==> src/rtl/iob_pwbuf_if.sv <==
// Signal bundle between CPU bus-cycle decode, the posted-write buffer and the IOB master.
// The slave modport is the buffer's view; the master modport drives it.
interface iob_pwbuf_if;
  logic        BACT;
  logic        IOCS;
  logic        IOPWCS;
  logic        nWE;
  logic [23:1] A;
  logic [15:0] D;
  logic        nUDS;
  logic        nLDS;
  logic        CPUAck;
  logic        IOStall;
  logic        IOReq;
  logic [23:1] IOAddr;
  logic [15:0] IOData;
  logic        IOnUDS;
  logic        IOnLDS;
  logic        IOnWE;
  logic        IOAck;
  logic        Full;
  logic        Empty;

  modport slave (
    input  BACT, IOCS, IOPWCS, nWE, A, D, nUDS, nLDS, IOAck,
    output CPUAck, IOStall, IOReq, IOAddr, IOData, IOnUDS, IOnLDS, IOnWE, Full, Empty
  );

  modport master (
    output BACT, IOCS, IOPWCS, nWE, A, D, nUDS, nLDS, IOAck,
    input  CPUAck, IOStall, IOReq, IOAddr, IOData, IOnUDS, IOnLDS, IOnWE, Full, Empty
  );
endinterface

==> src/rtl/iob_pwbuf.sv <==
// Posted-write buffer: captures eligible CPU writes, acks them at once, drains them in order to the IOB.
// Optional IOPW_COALESCE_EN merges a write to the tail entry's address instead of enqueuing it.
module iob_pwbuf #(
  parameter int DEPTH = 2
) (
  input logic       CLK,
  input logic       RES,
  iob_pwbuf_if.slave bus
);

  localparam int PW = (DEPTH > 2) ? 2 : 1;
  localparam int CW = PW + 1;

  typedef enum logic [1:0] {
    IDLE,
    ISSUE,
    DONE
  } state_t;

  state_t state;
  state_t state_next;

  logic [23:1] addr_mem [DEPTH];
  logic [15:0] data_mem [DEPTH];
  logic        uds_mem  [DEPTH];
  logic        lds_mem  [DEPTH];

  logic [PW-1:0] head;
  logic [PW-1:0] tail;
  logic [CW-1:0] count;
  logic [CW-1:0] count_next;
  logic          full;
  logic          empty;
  logic          taken;
  logic          cpu_ack;
  logic          write_ok;
  logic          accept;
  logic          push;
  logic          pop;
  logic          issue;

  // Taken blocks a second accept while the same CPU bus cycle is still active.
  assign write_ok = bus.BACT && bus.IOPWCS && !bus.nWE && (!bus.nUDS || !bus.nLDS) && !taken;

`ifdef IOPW_COALESCE_EN
  logic [PW-1:0] tail_last;
  logic          merge;

  // count>=2 keeps the merge target away from the head that may be on the bus.
  assign tail_last = tail - PW'(1);
  assign merge     = write_ok && (count >= CW'(2)) && (addr_mem[tail_last] == bus.A);
  assign accept    = write_ok && (!full || merge);
  assign push      = accept && !merge;
`else
  assign accept    = write_ok && !full;
  assign push      = accept;
`endif

  assign pop        = issue && bus.IOAck;
  assign count_next = count + CW'(push) - CW'(pop);

  always_ff @(posedge CLK) begin
    if (push) begin
      addr_mem[tail] <= bus.A;
      data_mem[tail] <= bus.D;
      uds_mem[tail]  <= bus.nUDS;
      lds_mem[tail]  <= bus.nLDS;
    end
`ifdef IOPW_COALESCE_EN
    else if (merge) begin
      if (!bus.nUDS) data_mem[tail_last][15:8] <= bus.D[15:8];
      if (!bus.nLDS) data_mem[tail_last][7:0]  <= bus.D[7:0];
      uds_mem[tail_last] <= uds_mem[tail_last] & bus.nUDS;
      lds_mem[tail_last] <= lds_mem[tail_last] & bus.nLDS;
    end
`endif
  end

  always_ff @(posedge CLK or posedge RES) begin
    if (RES) begin
      head    <= '0;
      tail    <= '0;
      count   <= '0;
      full    <= 1'b0;
      empty   <= 1'b1;
      taken   <= 1'b0;
      cpu_ack <= 1'b0;
    end else begin
      if (push) tail <= tail + PW'(1);
      if (pop)  head <= head + PW'(1);
      count   <= count_next;
      full    <= (count_next == CW'(DEPTH));
      empty   <= (count_next == '0);
      taken   <= bus.BACT && (taken || accept);
      cpu_ack <= accept;
    end
  end

  always_ff @(posedge CLK or posedge RES) begin
    if (RES) state <= IDLE;
    else     state <= state_next;
  end

  // DONE inserts one idle bus cycle between consecutive drain requests.
  always_comb begin
    state_next = state;
    issue      = 1'b0;
    case (state)
      IDLE:    if (!empty) state_next = ISSUE;
      ISSUE: begin
        issue = 1'b1;
        if (bus.IOAck) state_next = DONE;
      end
      DONE:    state_next = IDLE;
      default: state_next = IDLE;
    endcase
  end

  assign bus.CPUAck  = cpu_ack;
  assign bus.IOStall = bus.BACT && bus.IOCS && !bus.IOPWCS && !empty;
  assign bus.IOReq   = issue;
  assign bus.IOnWE   = !issue;
  assign bus.IOAddr  = issue ? addr_mem[head] : '0;
  assign bus.IOData  = issue ? data_mem[head] : '0;
  assign bus.IOnUDS  = issue ? uds_mem[head] : 1'b1;
  assign bus.IOnLDS  = issue ? lds_mem[head] : 1'b1;
  assign bus.Full    = full;
  assign bus.Empty   = empty;

endmodule

==> src/flat_wrapper.sv <==
// flat-port wrapper written by rule: the top's interface ports become plain ports
module iob_pwbuf_flat 
#(
  parameter int DEPTH = 2
)
  (CLK, RES, bus_BACT, bus_IOCS, bus_IOPWCS, bus_nWE, bus_A, bus_D, bus_nUDS, bus_nLDS, bus_IOAck, bus_CPUAck, bus_IOStall, bus_IOReq, bus_IOAddr, bus_IOData, bus_IOnUDS, bus_IOnLDS, bus_IOnWE, bus_Full, bus_Empty);
  iob_pwbuf_if bus_i ();
  input logic CLK;
  input logic RES;
  input wire logic [$bits(bus_i.BACT)-1:0] bus_BACT;
  input wire logic [$bits(bus_i.IOCS)-1:0] bus_IOCS;
  input wire logic [$bits(bus_i.IOPWCS)-1:0] bus_IOPWCS;
  input wire logic [$bits(bus_i.nWE)-1:0] bus_nWE;
  input wire logic [$bits(bus_i.A)-1:0] bus_A;
  input wire logic [$bits(bus_i.D)-1:0] bus_D;
  input wire logic [$bits(bus_i.nUDS)-1:0] bus_nUDS;
  input wire logic [$bits(bus_i.nLDS)-1:0] bus_nLDS;
  input wire logic [$bits(bus_i.IOAck)-1:0] bus_IOAck;
  output wire logic [$bits(bus_i.CPUAck)-1:0] bus_CPUAck;
  output wire logic [$bits(bus_i.IOStall)-1:0] bus_IOStall;
  output wire logic [$bits(bus_i.IOReq)-1:0] bus_IOReq;
  output wire logic [$bits(bus_i.IOAddr)-1:0] bus_IOAddr;
  output wire logic [$bits(bus_i.IOData)-1:0] bus_IOData;
  output wire logic [$bits(bus_i.IOnUDS)-1:0] bus_IOnUDS;
  output wire logic [$bits(bus_i.IOnLDS)-1:0] bus_IOnLDS;
  output wire logic [$bits(bus_i.IOnWE)-1:0] bus_IOnWE;
  output wire logic [$bits(bus_i.Full)-1:0] bus_Full;
  output wire logic [$bits(bus_i.Empty)-1:0] bus_Empty;
  assign bus_i.BACT = bus_BACT;
  assign bus_i.IOCS = bus_IOCS;
  assign bus_i.IOPWCS = bus_IOPWCS;
  assign bus_i.nWE = bus_nWE;
  assign bus_i.A = bus_A;
  assign bus_i.D = bus_D;
  assign bus_i.nUDS = bus_nUDS;
  assign bus_i.nLDS = bus_nLDS;
  assign bus_i.IOAck = bus_IOAck;
  assign bus_CPUAck = bus_i.CPUAck;
  assign bus_IOStall = bus_i.IOStall;
  assign bus_IOReq = bus_i.IOReq;
  assign bus_IOAddr = bus_i.IOAddr;
  assign bus_IOData = bus_i.IOData;
  assign bus_IOnUDS = bus_i.IOnUDS;
  assign bus_IOnLDS = bus_i.IOnLDS;
  assign bus_IOnWE = bus_i.IOnWE;
  assign bus_Full = bus_i.Full;
  assign bus_Empty = bus_i.Empty;
  iob_pwbuf #(.DEPTH(DEPTH)) u_core (.CLK(CLK), .RES(RES), .bus(bus_i));
endmodule
==> config.mk <==
export PLATFORM = sky130hd
export DESIGN_NAME = iob_pwbuf_flat
export DESIGN_NICKNAME = d
export VERILOG_FILES = /design/src/rtl/iob_pwbuf_if.sv /design/src/rtl/iob_pwbuf.sv /design/src/flat_wrapper.sv
export SDC_FILE = /design/constraint.sdc
export NUM_CORES = 1
export LEC_CHECK = 0
export BUFFER_PORTS_ARGS = -buffer_cell sky130_fd_sc_hd__buf_2
export CORE_AREA = 8 8 97 81
export CTS_BUF_LIST = sky130_fd_sc_hd__clkbuf_4
export CTS_CLUSTER_DIAMETER = 200
export DETAILED_ROUTE_END_ITERATION = 16
export DIE_AREA = 0 0 105 89
export HOLD_SLACK_MARGIN = 0.06
export MAX_ROUTING_LAYER = met4
export PLACE_DENSITY = 0.86
export SYNTH_ARGS = -nofsm -noshare
export SYNTH_HDL_FRONTEND = slang
export SYNTH_SLANG_ARGS = --single-unit
==> constraint.sdc <==
create_clock -name CLK -period 6.2 [get_ports CLK]
set_input_delay 0.93 -clock CLK [delete_from_list [all_inputs] [get_ports CLK]]
set_output_delay 0.93 -clock CLK [all_outputs]
set_load 0.005 [all_outputs]
==> impl_metrics.json <==
{
  "dr.pass1.iters": 4,
  "place.detailed.hpwl_um": 4330,
  "yosysMostFrequentCell": "edfxtp_1",
  "drive_gt1_share_pct": 38.1,
  "finalClockSkew_ns": 0.0101,
  "synth_commonest_cells": "edfxtp_1, nor2_1, mux2i_1",
  "antenna_found_initial": 0,
  "cts_root_buffer": "clkbuf_4",
  "post_cts_resized": 0,
  "fin_crit_sh_pct": 49.3,
  "track_usage_pct": 14.5,
  "grt_overflow": 0,
  "grt_max_degree": 42,
  "start_util_pct": 56.8,
  "clkLatencyLatePin_ns": 0.42,
  "place_ws_ns": 3.20,
  "gp_congestion": 0.654,
  "cp_cell_sequence": "buf_4 > mux2i_1 > nor2_1 > buf_2",
  "cts_inserted_buffers": 9,
  "synth_ff_type": "edfxtp_1",
  "cts_setup_buffers": 0,
  "rsz0062_at_grt": "no",
  "core-area_um2": 6250,
  "clk_pin_slew_ns": 0.12,
  "p_per_area_nw_per_um2": 394,
  "crit_path_start_kind": "flip-flop",
  "cts_tree": "done",
  "yosysTopAreaCell": "edfxtp_1",
  "synthesis.nets": 259,
  "synth_edf_count": 82,
  "synth_top_area_share_pct": 69.4,
  "max-slew-margin-rel_pct": 21.2,
  "peakVddDrop_mv": 0.302,
  "drt_wl_total_um": 6330,
  "io_buffer_count": 94,
  "finalSetupViolations": 0,
  "synthCells": 209,
  "die_area_um2": 9350,
  "n_antenna_cell": 0,
  "placed_area_um2": 4070,
  "slew_viol_final": 0,
  "rows": 26,
  "ys_async_sr_fraction_pct": 10.9,
  "fmax_mhz": 327,
  "clock_sinks": 92,
  "htreeDepth": 3,
  "synth.avg_cell_area_um2": 17.0,
  "crit_fanout": 24,
  "fin_tns_setup_ns": 0,
  "viasPerCell": 5.02,
  "crit_required_ns": 5.27,
  "fin_nets": 356,
  "final_area_um2": 4270,
  "leakage_uw": 0.00181,
  "slowest_delay_ns": 0.74,
  "p_total_uw": 1680,
  "cts_max_path_buffers": 2,
  "worst_pin_slew_ns": 1.18,
  "critPathSlowestCell": "dfrtp_2",
  "worstSetupEndpointType": "output pin",
  "synth_cell_types": 21,
  "routedWlPerCell_um": 16.1,
  "status": "finished, final reports clean",
  "drv_cap": 0,
  "hold_viol_final": 0,
  "drc": 0,
  "setup_slack_ns": 3.14,
  "crit_type": "reg2out",
  "cp_data_arrival_time_ns": 2.13,
  "postCtsHoldBufs": 0,
  "whs_ns": 0.464,
  "seq_area_frac_synth_pct": 76.5,
  "area_growth_pct": 20.2,
  "postRouteAntennaNets": 0,
  "hold_path_class": "in2async",
  "grt_pass1_wl_um": 10000,
  "synth_area_um2": 3550,
  "ios": 95,
  "ys_warn_count": 0,
  "first_global_vias": 2151,
  "num_vias": 1976,
  "yosys_register_bits": 92,
  "drtIter0Drc": 49,
  "finalCriticalPeriod_ns": 3.06,
  "die_h_um": 89,
  "yosys-top-cells-area": "edfxtp_1, mux2i_1, dfrtp_1",
  "die_x_um": 105
}
registers in the layout, summed over array words and instances (netlist names), 2 cells and up:
name             cells
u_core.addr_mem     46
u_core.data_mem     32
u_core.count         2
u_core.lds_mem       2
u_core.state         2
u_core.uds_mem       2
critical path: cells and delay by family, from the launching register on:
kind          cells  cell delay, ns
simple gates      1            0.06
buf+inv           2            0.64
mux               1            0.27
flops             1            0.74
layout make-up:
type | count | area (um2)
inverter | 6 | 22.5
timing repair buffer | 95 | 478
tap | 84 | 105
fill | 455 | 1980
clock inverter | 5 | 125
sequential | 92 | 2720
clock buffer | 10 | 75.1
multi-input combinational | 102 | 746
layout by cell type (no fill, tap or decap), drive strengths merged, types with 2 or more instances in the layout:
cell / instances
buf: 95
edfxtp: 82
nor2: 42
mux2i: 41
clkbuf: 10
dfrtp: 9
inv: 6
bufinv: 4
nor2b: 4
xnor2: 3
and2: 2
nand2: 2
ha: 2
a211oi: 2
power breakdown:
group | switching, uW | total [uW] | leakage [uW] | internal, uW
sequential | 52.2 | 781 | 0.000862 | 729
clock | 178 | 425 | 0.000106 | 247
combinational | 249 | 474 | 0.000842 | 225
total | 479 | 1680 | 0.00181 | 1200
through the flow:
stage | cells | util (%)
after floorplan | 209 | -
after global placement | 379 | 65.1
after detailed placement | 379 | 65.1
after CTS | 394 | 68.3
after global routing | 394 | 68.3
final | 394 | 68.3
per-layer routing:
metal | track usage, % | wire, um
met1 | 14.4 | 2520
met2 | 24.7 | 3290
met3 | 6.56 | 466
met4 | 6.07 | 51
met5 | - | 0
final timing paths:
kind                                           to  slack (ns)            start  cells after the start
setup / recovery                   bus_IOAddr[21]        3.14      u_core.head                      4
hold / removal                  u_core.bus.CPUAck        0.46              RES                      2
setup reg to reg           u_core.addr_mem[0][17]        3.94  u_core.bus.Full                      3
hold reg to reg                   u_core.state[0]        0.50  u_core.state[1]                      1
max in group asynchronous        u_core.bus.Empty        5.42              RES                      2
min in group CLK                  u_core.state[0]        0.50  u_core.state[1]                      1
cells by family (layout without fill, tap and decap cells):
logic type	Yosys count	count (layout)	share of synthesized area (%)
flip-flops	92	92	76.5
AO/OA/AOI/OAI	3	3	0.705
XOR/XNOR	4	4	0.987
buffers and inverters	15	116	2.96
adder cells (fa/ha/maj)	2	2	0.705
multiplexers	41	41	11.6
AND/OR/NAND/NOR	52	52	6.63
Note: power is estimated with default switching activity, not from simulation.
